## config.mk

```make
export PLATFORM = sky130hd
export DESIGN_NAME = input_capture
export DESIGN_NICKNAME = d
export VERILOG_FILES = /design/src/rtl/input_capture.sv
export SDC_FILE = /design/constraint.sdc
export NUM_CORES = 1
export LEC_CHECK = 0
export CORE_MARGIN = 1.5
export CORE_UTILIZATION = 30
export DETAILED_ROUTE_END_ITERATION = 8
export GPL_TIMING_DRIVEN = 0
export PLACE_DENSITY_LB_ADDON = 0.1
export SLEW_MARGIN = 20
export SYNTH_ARGS = -nofsm -noshare
export SYNTH_HDL_FRONTEND = slang
export SYNTH_SLANG_ARGS = --single-unit
```

## constraint.sdc

```tcl
create_clock -name clock -period 1.8 [get_ports clock]
set_clock_uncertainty 0.2 [all_clocks]
set_input_delay 0.54 -clock clock [delete_from_list [all_inputs] [get_ports clock]]
set_output_delay 0.54 -clock clock [all_outputs]
set_load 0.05 [all_outputs]
```

## src/rtl/input_capture.sv

```systemverilog
// input_capture: debounced pushbutton handshake that captures the slide switches
// for a CPU input instruction, stalling the CPU until a fresh press arrives.
module input_capture #(
    parameter int unsigned DEBOUNCE_CYCLES = 16,
    parameter bit          SIGN_EXT        = 1'b0
) (
    input  logic        clock,
    input  logic        reset,
    input  logic        button,
    input  logic [17:0] switches,
    input  logic        in_req,
    output logic        stall,
    output logic [31:0] data_out,
    output logic        data_valid,
    output logic        btn_pressed
);

    typedef enum logic [1:0] {
        IDLE         = 2'd0,
        WAIT_PRESS   = 2'd1,
        DONE         = 2'd2,
        WAIT_RELEASE = 2'd3
    } state_e;

    localparam logic [15:0] CNT_LAST = 16'(DEBOUNCE_CYCLES - 1);

    logic        sync1_q;
    logic        sync2_q;
    logic [15:0] cnt_q;
    logic [15:0] cnt_d;
    logic        btn_q;
    logic        btn_d;
    logic        btn_dly_q;
    state_e      state_q;
    state_e      state_d;
    logic [31:0] data_q;
    logic [31:0] data_d;
    logic        valid_q;

    logic        btn_differs;
    logic        press_edge;
    logic        capture;
    logic [31:0] switches_ext;

    // The raw button is active-low, so the synchronized level is inverted before
    // comparing it with the active-high debounced level.
    assign btn_differs  = (~sync2_q) != btn_q;
    assign press_edge   = btn_q & ~btn_dly_q;
    assign switches_ext = {{14{SIGN_EXT & switches[17]}}, switches};

    always_comb begin
        // NOTE: every combinational output gets a default first so no path leaves it unassigned (no latch).
        cnt_d = '0;
        btn_d = btn_q;
        if (btn_differs) begin
            if (cnt_q == CNT_LAST) begin
                btn_d = ~btn_q;
            end else begin
                cnt_d = cnt_q + 16'd1;
            end
        end
    end

    always_comb begin
        state_d = state_q;
        capture = 1'b0;
        case (state_q)
            IDLE: begin
                if (in_req) state_d = WAIT_PRESS;
            end
            WAIT_PRESS: begin
                // Abort takes priority over a press arriving on the same edge.
                if (!in_req) begin
                    state_d = IDLE;
                end else if (press_edge) begin
                    state_d = DONE;
                    capture = 1'b1;
                end
            end
            DONE: begin
                state_d = btn_q ? WAIT_RELEASE : IDLE;
            end
            WAIT_RELEASE: begin
                if (!btn_q) state_d = IDLE;
            end
            default: state_d = IDLE;
        endcase
    end

    assign data_d = capture ? switches_ext : data_q;

    always_comb begin
        stall = reset & in_req & ((state_q == IDLE) | (state_q == WAIT_PRESS));
    end

    always_ff @(posedge clock) begin
        // NOTE: sequential state uses non-blocking assignments so every flop samples pre-edge values.
        if (!reset) begin
            sync1_q   <= 1'b1;
            sync2_q   <= 1'b1;
            cnt_q     <= '0;
            btn_q     <= 1'b0;
            btn_dly_q <= 1'b0;
            state_q   <= IDLE;
            data_q    <= '0;
            valid_q   <= 1'b0;
        end else begin
            sync1_q   <= button;
            sync2_q   <= sync1_q;
            cnt_q     <= cnt_d;
            btn_q     <= btn_d;
            btn_dly_q <= btn_q;
            state_q   <= state_d;
            data_q    <= data_d;
            valid_q   <= (state_d == DONE);
        end
    end

    assign data_out    = data_q;
    assign data_valid  = valid_q;
    assign btn_pressed = btn_q;

endmodule
```

# After elaboration in Yosys (flattened, before gate mapping)

Index checks and enable logic that the tools add are counted.

Equal/unequal tests: 6
$add $sub $neg: 1
Bitwise operators: 9
Multiplexer cells: 9
Reduce and logical (&&, ||, !) cells: 3

Operators by type and width:

| kind                                                 | count |
|---|---|
| adder 16 x 1 -> 16 bit, second input constant        | 1 |
| equality test 16 x 4 -> 1 bit, second input constant | 1 |
| 2-to-1 mux 2 bit                                     | 5 |
| case mux 2 bit (4 select lines)                      | 1 |
| equality test 2 bit, second input constant           | 3 |
| inverter 1 bit                                       | 5 |
| bitwise AND 1 bit                                    | 3 |
| 2-to-1 mux 1 bit                                     | 3 |
| OR reduction 3 bit                                   | 1 |
| equality test 2 x 1 -> 1 bit, second input constant  | 1 |
| logical NOT 2 bit                                    | 1 |
| AND reduction 2 bit                                  | 1 |
| inequality test 1 bit                                | 1 |
| OR 1 bit                                             | 1 |

Input port bits: 22
Output and inout port bits: 35
Logic and storage cells: 36
Flip-flop bits (word level): 41

# Longest topological paths before layout

Gate-level depths: netlist of the first run.

Depth after elaboration: 6
Mapped depth: 6
Depth with buffers taken out: 5

# Least setup slack after synthesis of the first run

OpenSTA, ideal clock, no wires.

Path type: flip-flop to flip-flop
Start point: register btn_q (netlist: btn_pressed)
End point: register data_q[0] (netlist: data_out[0])
Required time: 1.477 ns
Path slack: -0.282 ns
Stages on the path, launching flop included: 7
Path buffers: 2
Data arrival time: 1.760 ns
Clock period less this slack: 2.082 ns
Path through: dfxtp_1 -> nand3b_1 -> or3b_1 -> buf_2 -> buf_6 -> nand2_1 -> a21boi_0

Word-level cells in the longest chain between the ends: 4

RTL lines:

| element                | RTL line | RTL |
|---|---|---|
| start, declared        | 31       | `logic btn_q;` |
| start signal, assigned | 111      | `btn_q <= btn_d;` |
| bitwise AND 1 bit      | 48       | `assign press_edge = btn_q & ~btn_dly_q;` |
| 2-to-1 mux 1 bit       | 75       | `end else if (press_edge) begin` |
| 2-to-1 mux 1 bit       | 73       | `if (!in_req) begin` |
| 2-to-1 mux 1 bit       | 67       | `case (state_q)` |
| end signal, assigned   | 114      | `data_q <= data_d;` |
| end, declared          | 36       | `logic [31:0] data_q;` |

No other way between the ends.
A chain may end at the register's enable or synchronous reset.

# Worst setup path after layout of the first run

Start point: input port in_req
End point: output port stall

Word-level cells in the longest chain between the ends: 2

RTL lines:

| element                        | RTL line | RTL |
|---|---|---|
| start, declared                | 11       | `input logic in_req,` |
| bitwise AND 1 bit (2 in a row) | 93       | `stall = reset & in_req & ((state_q == IDLE) \| (state_q == WAIT_PRESS));` |
| end, declared                  | 12       | `output logic stall,` |

No other way between the ends.

==> impl_metrics.ini, run 1 <==
[synthesis]
yosysMostFrequentCell = nand2_1
ys.flop_type = dfxtp_1
synth_warnings = 0
synth_common_cells = 42 x nand2_1, 41 x dfxtp_1, 19 x a21boi_0
ys_types = 35
ys_seq_area_share_pct = 46.6
syn_avg_cell_area_sq_um = 8.89
synthArstFlopShare_pct = 0
synth_cells = 198
post_synth_main_area_contributors = dfxtp_1 47%, nand2_1 9.0%, a21boi_0 8.1%, buf_4 6.4%, xor2_1 3.5%
synth_edf_count = 0
synth_top_area_share_pct = 46.6
synth_area_sq_um = 1760
synth_largest_area_cell = dfxtp_1
ys_ff_latch = 41

[floorplanning]
ios = 57
die-width_um = 79.6
die_y_um = 79.6
rows = 27
initial_core_util_pct = 31.6
dieArea_sq_um = 6340
coreArea_sq_um = 5570

[setup_path]
critPathKind = in2out
r2r_slack_ps = 90
cp_max_fo = 3
startpoint_type = input port
timing.critical_path.to = stall
crit_chain = buf_6 -> nor2b_4 -> nand2_4 -> clkinvlp_4 -> buf_8
arrival_ps = 1060
cp_data_required_time_ps = 1060
r2r-end = cnt_q[14]$_SDFF_PP0_
reg2reg_depth = 5
crit_start = in_req
critPathSlowestCell = buf_8
critPathMaxStageDelay_ps = 150
timing.rr.start = cnt_q[1]$_SDFF_PP0_
endpoint_kind = primary output

[grt]
grt_pass1_vias = 1415
grt_busiest_layer = met2
grt-ovfl-total = 0
grt_pass1_wl_um = 6450
globalRouteTotalUtil_pct = 13.0
use_met1_pct = 15.6
met2_usage_pct = 20.9
antenna_found_initial = 0
use_met3_pct = 5.26
grt_max_degree = 13

[pwr]
ir_drop_v = 0.000306
power.leakage_uw = 0.000974
p_per_area_nw_per_um2 = 669
power_uw = 1740

[placed_design]
dp_hpwl_um = 2580
gp_congestion = 0.795
place_area_sq_um = 2330
numPortBuffers = 42
dpl.cell_count = 325
dp_slack_ps = -1400

[clock_tree]
h-tree-depth = 2
cts.sinks = 41
cts_root_buffer = clkbuf_8
cts_hold_buf = 0
cts_tree = built
numCtsBuffers = 5
cts_max_path_buffers = 2
path_clk_slew_ps = 70
clock_latency_ps = 280

[layout]
design_area_sq_um = 2600
nets = 295
drive_above_1_share_pct = 29.3
antenna_cells = 0
synthToLayoutAreaGrowth_pct = 47.8
final_cells = 345

[timing]
period_needed_ps = 1800
slew_viol_final = 0
max_freq_mhz = 555
grt_setup_unrepaired = true
worst_slack_ps = -1.11
hold_viol = 0
fin_crit_sh_pct = 100
setup_viol = 1

[drt]
post_drt_wl_per_cell_um = 10.6
ant_nets = 0
routed_via_density = 4.24
vias = 1463
drt_pass1_iterations = 4
drc_errors = 0
finalWirelength_um = 3640
drt_iter0_markers = 91

[hold_path]
hold_depth = 1
hold_path.class = reg2reg

[run_status]
failed_checks = negative setup slack
status = finished with violations

[job]
max_cap_viol_count = 0
==> how the worst min path moves through the flow <==
stage | startpoint | slack (ps) | end
floorplan | sync1_q$_SDFF_PN1_ | 190 | sync2_q$_SDFF_PN1_
finish | sync1_q$_SDFF_PN1_ | 210 | sync2_q$_SDFF_PN1_
global placement | sync1_q$_SDFF_PN1_ | 190 | sync2_q$_SDFF_PN1_
CTS | sync1_q$_SDFF_PN1_ | 220 | sync2_q$_SDFF_PN1_
detailed placement | sync1_q$_SDFF_PN1_ | 200 | sync2_q$_SDFF_PN1_
global route | sync1_q$_SDFF_PN1_ | 230 | sync2_q$_SDFF_PN1_
==> power by group <==
part	internal, uW	leakage, uW	switching, uW
logic	87.9	0.000586	96.2
clock network	346	0.0000542	301
registers	907	0.000334	1.66
total	1340	0.000974	399
==> what timing repair did <==
action | 4_1_cts | 5_1_grt
pin swaps | 2 | 7
gates resized for setup | 94 | 15
setup endpoints to repair | 43 | 29
buffers inserted | 2 | 10
==> final cells by class <==
cell class | instances | area (sq um)
Buffer | 22 | 184
Clock buffer | 7 | 96.3
Clock inverter | 1 | 5.00
Fill cell | 581 | 2970
Inverter | 3 | 15.0
Multi-Input combinational cell | 145 | 843
Sequential cell | 41 | 832
Tap cell | 72 | 90.1
Timing Repair Buffer | 54 | 536
==> sequential cells by signal (all words and copies together) (netlist names) <==
register,count
state_q,2
sync2_q,1
btn_pressed,1
data_out,18
btn_dly_q,1
data_valid,1
sync1_q,1
cnt_q,16
==> routing by layer <==
layer | vias up | wire length, um
li1 | 774 | -
met1 | 637 | 1710
met2 | 48 | 1580
met3 | 4 | 316
met4 | 0 | 38
met5 | - | 0
==> metrics by stage <==
step | util (%) | setup TNS (ps) | hold slack (ps)
floorplan | - | 0 | 186
global placement | 41.8 | -12490 | 189
detailed placement | 41.8 | -12780 | 196
CTS | 45.1 | -26.9 | 215
global route | 46.7 | -47.5 | 228
finish | 46.7 | -1.11 | 213
==> layout by cell type (no fill, tap or decap), types with 2 or more instances in the layout <==
cell             instances
nand2_1                 41
dfxtp_1                 36
buf_4                   28
a21boi_0                19
clkdlybuf4s50_1         19
clkdlybuf4s15_2         15
nor2_1                  14
conb_1                  14
nand4_1                  7
xor2_1                   7
clkbuf_8                 7
xnor2_1                  6
buf_6                    5
nor4_1                   4
and3_1                   4
nand3_2                  3
nand3_1                  3
dfxtp_2                  3
clkdlybuf4s18_2          3
buf_8                    2
inv_1                    2
nor3_1                   2
a21oi_1                  2
nand2b_1                 2
a21boi_1                 2
dfxtp_4                  2
buf_2                    2
==> cells by family (layout without fill, tap and decap cells) <==
| family | Yosys count | in the layout | synth area share, % |
|---|---|---|---|
| and+or+nand+nor | 92 | 92 | 25.8 |
| DFF | 41 | 41 | 46.6 |
| AOI/OAI and AO/OA | 25 | 25 | 10.2 |
| buffers and inverters | 25 | 87 | 9.95 |
| xor gates and xnor gates | 13 | 13 | 6.47 |
| adders and majority gates | 1 | 1 | 0.711 |
| other | 1 | 14 | 0.213 |
==> critical path: cells and delay by family <==
kind	cells	cell delay [ps]
AND/OR/NAND/NOR	2	190
buffers and inverters	3	320
(Power assumes the default switching activity.)
==> run 2: changes to the inputs <==
--- a/config.mk
+++ b/config.mk
@@ -9,6 +9,7 @@
 export CORE_UTILIZATION = 30
 export DETAILED_ROUTE_END_ITERATION = 8
 export GPL_TIMING_DRIVEN = 0
+export MAX_ROUTING_LAYER = met4
 export PLACE_DENSITY_LB_ADDON = 0.1
 export SLEW_MARGIN = 20
 export SYNTH_ARGS = -nofsm -noshare
==> run 2 against run 1 <==
  * The run still ends with negative setup slack left
  * Routed wire length rose by 0.49%
  * Via count fell by 0.14%
  * Largest power group unchanged
  * Hold slack barely moved
  * Power barely moved
  * Highest routed layer unchanged
  * Register-to-register slack barely moved
==> impl_metrics.ini, run 2 (synthesis results as in run 1) <==
[run_status]
status = finished with violations
failed_checks = negative setup slack

[setup_path]
critPathKind = in2out
crit_cells = 5
cp_max_fo = 3
path_buf_inv = 3
reg2reg_depth = 5
arrival_ps = 1060
critPathMaxStageDelay_ps = 150
critPathSlowestCell = buf_8
endpoint_kind = primary output
startpoint_type = input port
cp_data_required_time_ps = 1060
crit_family = buffers and inverters
crit_chain = buf_6 -> nor2b_4 -> nand2_4 -> clkinvlp_4 -> buf_8

[pwr]
power_frac_comb_pct = 10.6
power_frac_seq_pct = 52.3
p_switching_uw = 398
power.leakage_uw = 0.000974
swShare_pct = 22.9
p_per_area_nw_per_um2 = 668
intPower_uw = 1340
power_frac_clock_pct = 37.2
ir_drop_v = 0.000306

[floorplanning]
die-width_um = 79.6
initial_core_util_pct = 31.6
die_y_um = 79.6
coreArea_sq_um = 5570
dieArea_sq_um = 6340
ios = 57
rows = 27

[timing]
slew_viol_final = 0
setup_viol = 1
worst_slack_ps = -1.11
fin_tns_setup_ps = -1.11
grt_setup_unrepaired = true
max_freq_mhz = 555
period_needed_ps = 1800
fin_crit_sh_pct = 100
hold_viol = 0

[drt]
routed_via_density = 4.23
ant_nets = 0
post_drt_wl_per_cell_um = 10.6
vias = 1461
drt_iter0_markers = 90
finalWirelength_um = 3660
drc_errors = 0
drt_pass1_iterations = 4

[layout]
synthToLayoutAreaGrowth_pct = 47.8
most-common-layout-cells = 41 x nand2_1, 36 x dfxtp_1, 28 x buf_4
layout_commonest_cell = nand2_1
drive_above_1_share_pct = 29.3
fill_cells = 580
nets = 295
largest_reg_flops = 18
final_cells = 345
antenna_cells = 0

[grt]
grt_pass1_wl_um = 6440
grt_pass1_vias = 1416
globalRouteTotalUtil_pct = 13.4
grt-ovfl-total = 0
antenna_found_initial = 0
grt_max_degree = 13

[clock_tree]
clock_latency_ps = 280
numCtsBuffers = 5
cts_tree = built
cts_root_buffer = clkbuf_8
cts.sinks = 41
path_clk_slew_ps = 70
h-tree-depth = 2
cts_max_path_buffers = 2
cts_hold_buf = 0

[placed_design]
numPortBuffers = 42
dp_hpwl_um = 2580
dpl.cell_count = 325
gp_congestion = 0.806

[hold_path]
hold_path.class = reg2reg
hold_depth = 1

[job]
max_cap_viol_count = 0
-- run 2: changes by cell type in the layout (fill, tap and decap cells not counted) --
cell,delta
clkdlybuf4s15_2,+1
clkdlybuf4s18_2,-1
-- run 2: power groups by stage --
stage               clock network [uW]  registers [uW]  logic (uW)
floorplan                            0             931         112
global placement                     0             931         166
detailed placement                   0             932         167
CTS                                675             910         179
global route                       719             909         197
finish                             646             909         184
-- run 2: what timing repair did --
action | in CTS | in global routing
setup endpoints to repair | 43 | 28
resized for setup | 94 | 14
pin swaps | 2 | 7
setup buffers | 2 | 10
-- run 2: stage by stage --
step | area (sq um) | hold WS (ps) | power (uW) | util (%) | setup WS (ps)
2_1_floorplan | 1820 | 186 | 1040 | - | 25.1
3_3_place_gp | 2330 | 189 | 1100 | 41.8 | -1410
3_5_place_dp | 2330 | 196 | 1100 | 41.8 | -1400
4_1_cts | 2510 | 215 | 1760 | 45.1 | -26.9
5_1_grt | 2600 | 228 | 1820 | 46.7 | -47.5
6_report | 2600 | 212 | 1740 | 46.7 | -1.11
-- run 2: path summary, 6_finish.rpt --
kind	startpoint	slack, ps	end
setup reg to reg	cnt_q[1]$_SDFF_PP0_	90	cnt_q[14]$_SDFF_PP0_
hold reg to reg	sync1_q$_SDFF_PN1_	210	sync2_q$_SDFF_PN1_
hold / removal	sync1_q$_SDFF_PN1_	210	sync2_q$_SDFF_PN1_
setup / recovery	in_req	-1	stall
-- run 2: final cells by class --
type                            count  area [sq um]  share of cell area, %
Buffer                             22           184                   7.07
Clock buffer                        7          96.3                   3.70
Clock inverter                      1          5.00                  0.192
Inverter                            3          15.0                  0.577
Multi-Input combinational cell    145           843                   32.4
Sequential cell                    41           832                   32.0
Tap cell                           72          90.1                   3.46
Timing Repair Buffer               54           537                   20.6
-- run 2: per-layer routing --
| layer | vias up | wire [um] | track usage [%] |
|---|---|---|---|
| met3 | 2 | 252 | 4.11 |
| li1 | 773 | - | - |
| met2 | 50 | 1600 | 20.9 |
| met4 | 0 | 31 | 4.74 |
| met1 | 636 | 1780 | 16.3 |
| met5 | - | 0 | - |
-- run 2: worst register-to-register path: stages (launching register included) --
cell and delay [ps]:
dfxtp_1 350, ha_2 230, nand3_2 110, or2_1 260
or3_1 340, a21oi_1 140
==> run 3: changes to the inputs <==
--- a/config.mk
+++ b/config.mk
@@ -5,8 +5,9 @@
 export SDC_FILE = /design/constraint.sdc
 export NUM_CORES = 1
 export LEC_CHECK = 0
-export CORE_MARGIN = 1.5
+export CORE_MARGIN = 2
 export CORE_UTILIZATION = 30
+export CTS_BUF_LIST = sky130_fd_sc_hd__clkbuf_4 sky130_fd_sc_hd__clkbuf_8
 export DETAILED_ROUTE_END_ITERATION = 8
 export GPL_TIMING_DRIVEN = 0
 export MAX_ROUTING_LAYER = met4
==> run 3 against run 2 <==
  * The run still ends with negative setup slack left
  * Critical path depth unchanged
  * Cell count decreased by 2.3%
  * Design area decreased by 1.6%
  * Hold slack got worse by 3.6 ps
  * Via count decreased by 0.89%
  * Sequential share of layout area increased by 0.58 points
  * Core utilization decreased by 0.76 points
  * Setup slack improved by 0.98 ps
  * Sequential power about the same
  * Combinational power about the same
  * Largest cell class unchanged
  * Largest power group unchanged
==> impl_metrics.ini, run 3 (synthesis results as in run 1) <==
[clock_tree]
path_clk_slew_ps = 80
h-tree-depth = 2
cts_hold_buf = 0
cts_tree = built
numCtsBuffers = 5
cts.sinks = 41
cts_root_buffer = clkbuf_8
cts_max_path_buffers = 2
clock_latency_ps = 290

[timing]
worst_slack_ps = -0.132
period_needed_ps = 1800
slew_viol_final = 0
setup_viol = 1
fin_crit_sh_pct = 100
grt_setup_unrepaired = true
max_freq_mhz = 556
hold_viol = 0
fin_tns_setup_ps = -0.132

[drt]
vias = 1448
drt_iter0_markers = 44
drc_errors = 0
drt_pass1_iterations = 4
routed_via_density = 4.30
finalWirelength_um = 3680
post_drt_wl_per_cell_um = 10.9
ant_nets = 0

[grt]
antenna_found_initial = 0
grt_pass1_vias = 1419
grt_pass1_wl_um = 6340
grt_max_degree = 12
globalRouteTotalUtil_pct = 13.2
grt-ovfl-total = 0

[setup_path]
critPathMaxStageDelay_ps = 150
critPathKind = in2out
cp_max_fo = 3
cp_data_required_time_ps = 1060
startpoint_type = input port
arrival_ps = 1060
crit_start = in_req
critPathSlowestCell = buf_8
timing.rr.start = cnt_q[3]$_SDFF_PP0_
endpoint_kind = primary output
crit_chain = buf_6 -> nor2b_4 -> nand2_4 -> clkinvlp_4 -> buf_8

[floorplanning]
coreArea_sq_um = 5570
initial_core_util_pct = 31.6
die-width_um = 80.6
dieArea_sq_um = 6500
ios = 57
die_y_um = 80.6
rows = 27

[layout]
drive_above_1_share_pct = 27.9
layout_commonest_cell = nand2_1
antenna_cells = 0
fill_cells = 565
multi_input_area_sq_um = 858
regArea_sq_um = 833
most-common-layout-cells = 41 x nand2_1, 35 x dfxtp_1, 22 x buf_4
synthToLayoutAreaGrowth_pct = 45.4
largest_reg_flops = 18
nets = 288

[hold_path]
hold_path.class = reg2reg
hold_start = sync1_q$_SDFF_PN1_

[pwr]
power_uw = 1710
p_per_area_nw_per_um2 = 668
ir_drop_v = 0.000304
power.leakage_uw = 0.000933

[run_status]
failed_checks = negative setup slack
status = finished with violations

[placed_design]
dp_slack_ps = -1410
dp_hpwl_um = 2600
numPortBuffers = 42
gp_congestion = 0.727

[job]
max_cap_viol_count = 0
run 3: changes by cell type in the layout (fill, tap and decap cells not counted), sizes merged:
cell / delta
clkdlybuf4s15: +3
buf: -8
clkinv: -1
clkdlybuf4s18: -2
run 3: final timing paths:
| kind | endpoint | depth (start not counted) | slack [ps] |
|---|---|---|---|
| worst max-delay path | stall | 5 | -0.1 |
| worst min-delay path | sync2_q$_SDFF_PN1_ | 1 | 210 |
| worst max register to register | cnt_q[15]$_SDFF_PP0_ | 4 | 90 |
| worst min register to register | sync2_q$_SDFF_PN1_ | 1 | 210 |
run 3: stage by stage:
| stage | instance area (sq um) | std cells | utilization (%) | hold WS, ps |
|---|---|---|---|---|
| after floorplan | 1820 | 211 | - | 186 |
| after global placement | 2330 | 325 | 41.8 | 202 |
| after detailed placement | 2330 | 325 | 41.8 | 201 |
| after CTS | 2490 | 334 | 44.8 | 215 |
| after global routing | 2560 | 337 | 45.9 | 234 |
| final | 2560 | 337 | 45.9 | 209 |
run 3: layout make-up:
| type | count | share of cell area, % |
|---|---|---|
| plain buffers | 22 | 7.04 |
| clock buffers | 7 | 3.52 |
| multi-input cells | 145 | 33.5 |
| flip-flops and latches | 41 | 32.6 |
| well taps | 72 | 3.52 |
| inverters | 3 | 0.587 |
| repair buffers | 47 | 19.3 |
run 3: metal layers:
metal,global-route usage [%],wire [um],up-vias
met5,-,0,-
li1,-,-,761
met2,20.2,1610,38
met1,16.2,1800,641
met4,6.27,63,0
met3,3.37,210,8
run 3: power by group:
part | internal, uW | leakage [uW] | total, uW | switching [uW]
registers | 907 | 0.000335 | 909 | 1.86
logic | 85.7 | 0.000551 | 182 | 96.7
clock network | 319 | 0.0000477 | 618 | 298
total | 1310 | 0.000933 | 1710 | 397
run 3: critical path, delay by kind of cell:
kind | cells | cell delay, ps
buffers and inverters | 3 | 320
and+or+nand+nor | 2 | 200
run 3: repair_timing:
item / in CTS / in global routing
hold endpoints to repair: 0 / 0
setup endpoints to repair: 42 / 25
pin swaps: 1 / 7
resized for setup: 92 / 13
buffers inserted: 2 / 3
